$ cat config.mk
export PLATFORM = sky130hd
export DESIGN_NAME = game_ctrl
export DESIGN_NICKNAME = d
export VERILOG_FILES = /design/src/rtl/game_ctrl.sv
export SDC_FILE = /design/constraint.sdc
export NUM_CORES = 1
export LEC_CHECK = 0
export ABC_AREA = 1
export BUFFER_PORTS_ARGS = -buffer_cell sky130_fd_sc_hd__buf_2
export CORE_UTILIZATION = 59
export DETAILED_ROUTE_END_ITERATION = 10
export GPL_TIMING_DRIVEN = 0
export PLACE_DENSITY_LB_ADDON = 0.15
export REMOVE_ABC_BUFFERS = 1
export SYNTH_ARGS = -nofsm -noshare
export SYNTH_HDL_FRONTEND = slang
export SYNTH_SLANG_ARGS = --single-unit
$ cat constraint.sdc
create_clock -name clk -period 4.86 [get_ports clk]
set_input_delay 0.972 -clock clk [delete_from_list [all_inputs] [get_ports clk]]
set_output_delay 0.972 -clock clk [all_outputs]
set_load 0.01 [all_outputs]
$ cat src/rtl/game_ctrl.sv
// Stacking-game sequencer: game FSM, catch/miss decision, score and lives.
// Define SCORE_BCD_EN to keep the score as four packed BCD digits instead of binary.
module game_ctrl #(
  parameter int FLOOR_Y    = 440,
  parameter int BLOCK_H    = 8,
  parameter int ITEM_H     = 16,
  parameter int CATCH_W    = 24,
  parameter int MAX_HEIGHT = 40,
  parameter int LIVES      = 3
) (
  input  logic        clk,
  input  logic        rst,
  input  logic        start_btn,
  input  logic        pause_btn,
  input  logic        fall_tick,
  input  logic [9:0]  fall_x,
  input  logic [9:0]  fall_y,
  input  logic [9:0]  stack_x,
  input  logic [9:0]  stack_height,
  output logic        play_en,
  output logic        spawn,
  output logic        catch,
  output logic        miss,
  output logic [15:0] score,
  output logic [1:0]  lives,
  output logic        game_over,
  output logic [2:0]  state
);

  // S_LAND is the one-cycle gap between a landing and the next spawn; it reports as FALL.
  typedef enum logic [2:0] {
    S_IDLE   = 3'd0,
    S_SPAWN  = 3'd1,
    S_FALL   = 3'd2,
    S_PAUSED = 3'd3,
    S_OVER   = 3'd4,
    S_LAND   = 3'd5
  } state_e;

  state_e      state_q, state_d;
  logic [15:0] score_q, score_d;
  logic [1:0]  lives_q, lives_d;
  logic        catch_q, catch_d;
  logic        miss_q, miss_d;
  logic        spawn_q, spawn_d;
  logic        play_en_q, play_en_d;
  logic        game_over_q, game_over_d;
  logic [2:0]  state_out_q, state_out_d;

  logic [1:0]  btn_w, btn_q, arm_q;
  logic        start_rise, pause_rise;

  logic [13:0] drop_px;
  logic [10:0] catch_y, item_bot, dx, adx;
  logic        landed, hit, tower_done;

  // arm_q blocks the edge of a button that was already held when reset ended.
  assign btn_w      = {pause_btn, start_btn};
  assign start_rise = btn_w[0] & ~btn_q[0] & arm_q[0];
  assign pause_rise = btn_w[1] & ~btn_q[1] & arm_q[1];

  assign drop_px    = 14'(stack_height) * 14'(BLOCK_H);
  assign catch_y    = (drop_px >= 14'(FLOOR_Y)) ? 11'd0 : 11'(14'(FLOOR_Y) - drop_px);
  assign item_bot   = {1'b0, fall_y} + 11'(ITEM_H);
  assign landed     = (item_bot >= catch_y);
  assign dx         = {1'b0, fall_x} - {1'b0, stack_x};
  assign adx        = dx[10] ? (~dx + 11'd1) : dx;
  assign hit        = (adx <= 11'(CATCH_W));
  assign tower_done = (({1'b0, stack_height} + 11'd1) >= 11'(MAX_HEIGHT));

`ifdef SCORE_BCD_EN
  function automatic logic [15:0] score_inc(input logic [15:0] s);
    logic [15:0] r;
    logic        carry;
    r     = s;
    carry = 1'b1;
    if (s != 16'h9999) begin
      for (int i = 0; i < 4; i++) begin
        if (carry) begin
          if (s[4*i +: 4] >= 4'd9) begin
            r[4*i +: 4] = 4'd0;
          end else begin
            r[4*i +: 4] = s[4*i +: 4] + 4'd1;
            carry       = 1'b0;
          end
        end
      end
    end
    return r;
  endfunction
`else
  function automatic logic [15:0] score_inc(input logic [15:0] s);
    logic [15:0] r;
    r = s;
    if (s[13:0] < 14'd9999) begin
      r = {2'b00, s[13:0] + 14'd1};
    end
    return r;
  endfunction
`endif

  always_comb begin
    state_d = state_q;
    score_d = score_q;
    lives_d = lives_q;
    catch_d = 1'b0;
    miss_d  = 1'b0;

    if (start_rise) begin
      // A start edge always wins, even over a landing tick in the same cycle.
      score_d = 16'd0;
      lives_d = 2'(LIVES);
      state_d = S_SPAWN;
    end else begin
      case (state_q)
        S_SPAWN: state_d = S_FALL;
        S_LAND:  state_d = S_SPAWN;
        S_FALL: begin
          if (fall_tick) begin
            if (landed) begin
              if (hit) begin
                catch_d = 1'b1;
                score_d = score_inc(score_q);
                state_d = tower_done ? S_OVER : S_LAND;
              end else begin
                miss_d  = 1'b1;
                lives_d = (lives_q != 2'd0) ? lives_q - 2'd1 : 2'd0;
                state_d = (lives_q <= 2'd1) ? S_OVER : S_LAND;
              end
            end
          end else if (pause_rise) begin
            state_d = S_PAUSED;
          end
        end
        S_PAUSED: begin
          if (pause_rise) begin
            state_d = S_FALL;
          end
        end
        S_IDLE, S_OVER: state_d = state_q;
        default:        state_d = S_IDLE;
      endcase
    end

    spawn_d     = (state_d == S_SPAWN);
    play_en_d   = (state_d == S_FALL);
    game_over_d = (state_d == S_OVER);
    state_out_d = (state_d == S_LAND) ? 3'd2 : state_d;
  end

  always_ff @(posedge clk) begin
    if (rst) begin
      state_q     <= S_IDLE;
      score_q     <= 16'd0;
      lives_q     <= 2'(LIVES);
      catch_q     <= 1'b0;
      miss_q      <= 1'b0;
      spawn_q     <= 1'b0;
      play_en_q   <= 1'b0;
      game_over_q <= 1'b0;
      state_out_q <= 3'd0;
      btn_q       <= 2'b00;
      arm_q       <= ~btn_w;
    end else begin
      state_q     <= state_d;
      score_q     <= score_d;
      lives_q     <= lives_d;
      catch_q     <= catch_d;
      miss_q      <= miss_d;
      spawn_q     <= spawn_d;
      play_en_q   <= play_en_d;
      game_over_q <= game_over_d;
      state_out_q <= state_out_d;
      btn_q       <= btn_w;
      arm_q       <= arm_q | ~btn_w;
    end
  end

  assign play_en   = play_en_q;
  assign spawn     = spawn_q;
  assign catch     = catch_q;
  assign miss      = miss_q;
  assign score     = score_q;
  assign lives     = lives_q;
  assign game_over = game_over_q;
  assign state     = state_out_q;

endmodule

; After elaboration in Yosys (flattened, before gate mapping)
; Cells that the tools add are included.
[classes]
n_addsub = 7
order_cmp = 6
eq_ne = 9
mux = 16
n_bitwise = 13
reduce_logical = 8
[op_table]
columns = op, n
row1 = 11-bit 2-to-1 mux, 2
row2 = 3-bit 2-to-1 mux, 5
row3 = 3-bit one-hot mux with 5 select lines, 1
row4 = "14-bit by 1-bit adder with 14-bit output, second input constant", 1
row5 = "14-bit < comparator, second input constant", 1
row6 = "13-bit by 9-bit greater-or-equal comparator with 1-bit output, second input constant", 1
row7 = "3-bit == test, second input constant", 4
row8 = "10-bit by 1-bit adder with 11-bit output, second input constant", 1
row9 = "10-bit by 5-bit adder with 11-bit output, second input constant", 1
row10 = "11-bit by 1-bit adder with 11-bit output, second input constant", 1
row11 = 11-bit greater-or-equal comparator, 1
row12 = "11-bit by 6-bit greater-or-equal comparator with 1-bit output, second input constant", 1
row13 = "11-bit by 5-bit <= comparator with 1-bit output, second input constant", 1
row14 = 11-bit inverter, 1
row15 = 10-bit by 10-bit subtractor with 11-bit output, 1
row16 = "9-bit by 11-bit subtractor with 11-bit output, first input constant", 1
row17 = "3-bit by 2-bit == test with 1-bit output, second input constant", 3
row18 = "3-bit by 1-bit == test with 1-bit output, second input constant", 2
row19 = 2-bit 2-to-1 mux, 3
row20 = 1-bit inverter, 6
row21 = 2-bit OR reduction, 3
row22 = 1-bit 2-to-1 mux, 5
row23 = 5-bit AND reduction, 1
row24 = 5-bit OR reduction, 1
row25 = 8 further kinds, 11
[word_totals]
ff_bits = 31
in_bits = 45
output_inout_bits = 26
wordCells = 71

; Logic depth before layout (Yosys ltp)
[logic_depth]
word_depth = 12
ltp_mapped = 25

; Worst setup path after synthesis
; Ideal clock, no wire load.
[synth_timing]
path_type = input to register
start = input stack_height[8]
end = register state_out_q[0] (netlist: state[0])
setup_ps = 110
arrival_time_ps = 3338
required_ps = 4750
path_slack_ps = 1412
stages = 19
path_buffers = 0
cell_sequence = nor2_1 -> inv_1 -> nor3_1 -> o21ai_0 -> or2_2 -> ha_1 -> nand4_1 -> o311ai_1 -> nand2_1 -> inv_1 -> nand2_1 -> nor2_2 -> inv_1 -> o21ai_1 -> nand2_1 -> nand2_1 -> inv_1 -> nand2_1 -> inv_1
[synth_between]
elab_chain_len = 10
[synth_lines]
columns = element, line_no
row1 = "start, declared", 19  ; input logic [9:0] stack_height,
row2 = 10-bit by 1-bit adder with 11-bit output, 69  ; assign tower_done = (({1'b0, stack_height} + 11'd1) >= 11'(MAX_HEIGHT));
row3 = 11-bit by 6-bit greater-or-equal comparator with 1-bit output, 69
row4 = 1-bit 2-to-1 mux, 124  ; state_d = tower_done ? S_OVER : S_LAND;
row5 = 1-bit 2-to-1 mux, 121  ; if (hit) begin
row6 = 3-bit 2-to-1 mux *, 120  ; if (landed) begin
row7 = 3-bit 2-to-1 mux *, 119  ; if (fall_tick) begin
row8 = 3-bit one-hot mux with 5 select lines *, 115  ; case (state_q)
row9 = 3-bit 2-to-1 mux *, 109  ; if (start_rise) begin
row10 = 3-bit == test, 148  ; state_out_d = (state_d == S_LAND) ? 3'd2 : state_d;
row11 = 2-bit OR reduction (no line), n/a
row12 = "end signal, assigned", 173  ; state_out_q <= state_out_d;
row13 = "end, declared", 48  ; logic [2:0] state_out_q, state_out_d;
; Mark *: on every way between the ends. The rest lies on a longest branch, timed or not.
; A chain may end at the register's enable or synchronous reset.

; Worst setup path in the final report
[layout_timing]
start = input fall_x[0]
end = register score_q[8] (netlist: score[8])
[layout_between]
elab_chain_len = 6
[layout_lines]
columns = element, line_no
row1 = "start, declared", 16  ; input logic [9:0] fall_x,
row2 = 10-bit by 10-bit subtractor with 11-bit output *, 66  ; assign dx = {1'b0, fall_x} - {1'b0, stack_x};
row3 = 11-bit inverter, 67  ; assign adx = dx[10] ? (~dx + 11'd1) : dx;
row4 = 11-bit by 1-bit adder with 11-bit output, 67
row5 = 11-bit 2-to-1 mux *, 67
row6 = 11-bit by 5-bit <= comparator with 1-bit output *, 68  ; assign hit = (adx <= 11'(CATCH_W));
row7 = 5-bit AND reduction (no line) *, n/a
row8 = "end signal, assigned", 166  ; score_q <= score_d;
row9 = "end, declared", 41  ; logic [15:0] score_q, score_d;
; Marks and branches as above.

==> results.json <==
{
  "status": "finished, final reports clean",
  "ys_ff_latch": 31,
  "drc_errors": 0,
  "cp_cell_sequence": "buf_2 > inv_1 > ha_1 > inv_1 > fa_1 > nand2_1 > nand2_2 > nand3_2 > nand2_2 > a21oi_2 > nand2_1 > xor2_1 > nand3_2 > nor2_4 > nand2_2 > clkinv_2 > nand2_4 > nor2_8 > nand2_2 > nand2_1 > a21oi_1",
  "crit_buf_inv": 4,
  "cts_resized": 0,
  "netlist_area_sq_um": 2910,
  "pwr-share-comb_pct": 30.4,
  "grt_pass1_vias": 2692,
  "drv_cap": 0,
  "hold_viol": 0,
  "cp_common_cell": "nand2_2",
  "setup_ws_ns": 1.24,
  "dr.pass1.iters": 5,
  "grt_overflow_total": 0,
  "antenna_found_initial": 0,
  "cp_slowest_cell": "a21oi_2",
  "post_cts_buffers": 0,
  "synth.top_cell.area_share_pct": 21.3,
  "synth_area_leaders": "dfxtp_1 21%, nand2_1 16%, inv_1 11%",
  "cts_buffer_depth": 2,
  "hpwlAfterDp_um": 5130,
  "intPower_w": 0.000512,
  "final_core_util_pct": 72.7,
  "p_clk_share_pct": 35.2,
  "nFillCells": 428,
  "synth.yosys.seq_area_share_pct": 21.3,
  "p_leak_nw": 1.87,
  "crit_arrival_ns": 3.79,
  "p_sw_share_pct": 32.8,
  "tritoncts": "built",
  "crit_required_ns": 5.03,
  "avgSynthCellArea_sq_um": 6.17,
  "p_total_w": 0.000761,
  "post-route-period-util_pct": 74.5,
  "synthCells": 472,
  "synth.distinct_cells": 39,
  "crit_path_max_incr_delay_ns": 0.43,
  "pwr-share-seq_pct": 34.4,
  "syn2layout_area_growth_pct": 17.8,
  "setup_viol": 0,
  "vias": 3093,
  "startpoint": "fall_x[0]",
  "grt_max_degree": 13,
  "coreArea_sq_um": 4720,
  "die_w_um": 72.3,
  "grtUsageMet2_pct": 44.2,
  "ant_nets": 0,
  "htreeDepth": 2,
  "start_util_pct": 61.7,
  "path_max_fanout": 12,
  "num_rows": 25,
  "gr-usage-all-layers_pct": 25.4,
  "multiInputGateArea_sq_um": 1940,
  "via_per_inst": 5.05,
  "min_path_type": "reg2reg",
  "skew_ns": 0.00443,
  "worstHoldStart": "arm_q[1]",
  "p_per_area_nw_per_um2": 222,
  "drt_iter0_drc": 208,
  "numCtsBuffers": 5,
  "clock.fmax_mhz": 276,
  "fp.dieArea_sq_um": 5220,
  "portBuffers": 68,
  "cp-end-kind": "register",
  "grt_use_met3_pct": 6.39,
  "synth_warnings": 0,
  "ir_drop_mv": 0.178,
  "start_kind": "input pin",
  "cts.sinks": 31,
  "post-route-min-period_ns": 3.62,
  "crit_family": "simple AND/OR/NAND/NOR gates",
  "grt_setup_unrepaired": "false",
  "switching_power_w": 0.000249,
  "slew-limit-headroom_pct": 57.7,
  "finalNetCount": 613,
  "yosysTopAreaCell": "dfxtp_1",
  "cts_hold_buf": 0,
  "die_h_um": 72.3,
  "clk_latency_ns": 0.29,
  "critPathKind": "in2reg",
  "drive_above_1_share_pct": 21.4,
  "ios": 71,
  "r2r-start": "score[0]",
  "wl_per_cell_um": 10.4,
  "place_ws_ns": 0.942,
  "clkTransAtPathRegs_ns": 0.07,
  "slew_viol_final": 0,
  "max_slew.worst_pin.slew_ns": 0.632,
  "diodes": 0,
  "tns_ns": 0,
  "grt_pass1_wl_um": 10700,
  "routed_wl_um": 6360,
  "globalRouteMet1Util_pct": 32.0,
  "register_area_sq_um": 621,
  "busiest_layer": "met2",
  "gp_congestion": 0.904,
  "cts_root_buf": "clkbuf_8"
}
-- cell usage in the layout, fill, tap and decap left out, types with 8 or more instances in the layout --
cell type and n:
o21ai_0 8, ha_1 22, a21oi_1 20, nand4_1 12
inv_1 84, buf_2 68, dfxtp_1 31, nand2_2 15
nand3_1 42, nor3_1 9, xor2_1 10, nor2_1 44
nand2_1 125
-- sequential cells by signal (all words and copies together) (netlist names) --
name / flops
arm_q: 2
btn_q: 2
catch: 1
game_over: 1
lives: 2
miss: 1
play_en: 1
score: 14
spawn: 1
state: 3
state_q: 3
-- worst min-delay path, delay by kind of cell, from the launching register on --
family	cells	cell delay, ns
DFF	1	0.31
and+or+nand+nor	2	0.10
-- per-stage QoR --
stage	hold WS (ns)	cells	area, sq um
detailed placement	0.435	605	3310
CTS	0.449	613	3430
floorplan	0.419	470	2890
global route	0.483	613	3430
global placement	0.430	605	3310
finish	0.447	613	3430
-- kinds of logic after synthesis --
kind of cell	after synthesis	share of synthesized area, %
AO/OA/AOI/OAI	38	7.56
XOR/XNOR	12	3.61
adder cells (fa/ha/maj)	23	10.1
buffers and inverters	91	12.3
flip-flops	31	21.3
other	2	0.258
AND/OR/NAND/NOR	275	44.8
-- routing by layer --
| metal | share of wire, % | wire [um] |
|---|---|---|
| met1 | 47 | 2990 |
| met4 | 0.60 | 38 |
| met2 | 47 | 3010 |
| met3 | 4.9 | 313 |
| met5 | 0 | 0 |
-- power groups by stage --
| stage | combinational, W | sequential (W) | clock [W] |
|---|---|---|---|
| 2_1_floorplan | 0.000173 | 0.000268 | 0 |
| 3_3_place_gp | 0.000222 | 0.000267 | 0 |
| 3_5_place_dp | 0.000231 | 0.000267 | 0 |
| 4_1_cts | 0.000232 | 0.000261 | 0.000271 |
| 5_1_grt | 0.000265 | 0.000262 | 0.000282 |
| 6_report | 0.000232 | 0.000261 | 0.000268 |
-- final timing paths --
path	end	slack [ns]	depth (start not counted)
worst max-delay path	score[8]	1.24	21
worst min-delay path	arm_q[1]	0.45	2
worst max register to register	score[8]	2.77	11
worst min register to register	arm_q[1]	0.45	2
-- final cells by class --
class	count	share of cell area, %
multi-input combinational	351	56.4
sequential	31	18.1
inverter	88	9.70
clock inverter	2	1.02
timing repair buffer	68	9.92
clock buffer	6	2.41
tap	67	2.44
-- synth_stat cells --
library cell and instances:
nor2_1 44, fa_1 1, o21ai_0 8, nand4_1 12
dfxtp_1 31, o311ai_0 1, a22o_1 1, nor2_2 6
o22ai_1 1, xor2_1 10, o41ai_1 1, nor3_1 9
clkinv_1 1, nor2_8 1, nand2_1 125, nand2_4 2
buf_6 1, ha_1 22, nor4_1 1, xnor2_1 2
clkinv_2 2, inv_2 1, buf_4 2, nand3_4 1
o221ai_1 1, nor2_4 2, nand3_2 5, o21ai_1 1
o21a_1 1, nand2_2 15, a21oi_1 20, nand3b_1 5
inv_1 84, or2_2 4, conb_1 2, nand3_1 42
a21oi_2 2, o311ai_1 1, nor3b_1 1
No activity file was read; power rests on OpenSTA's default activity.
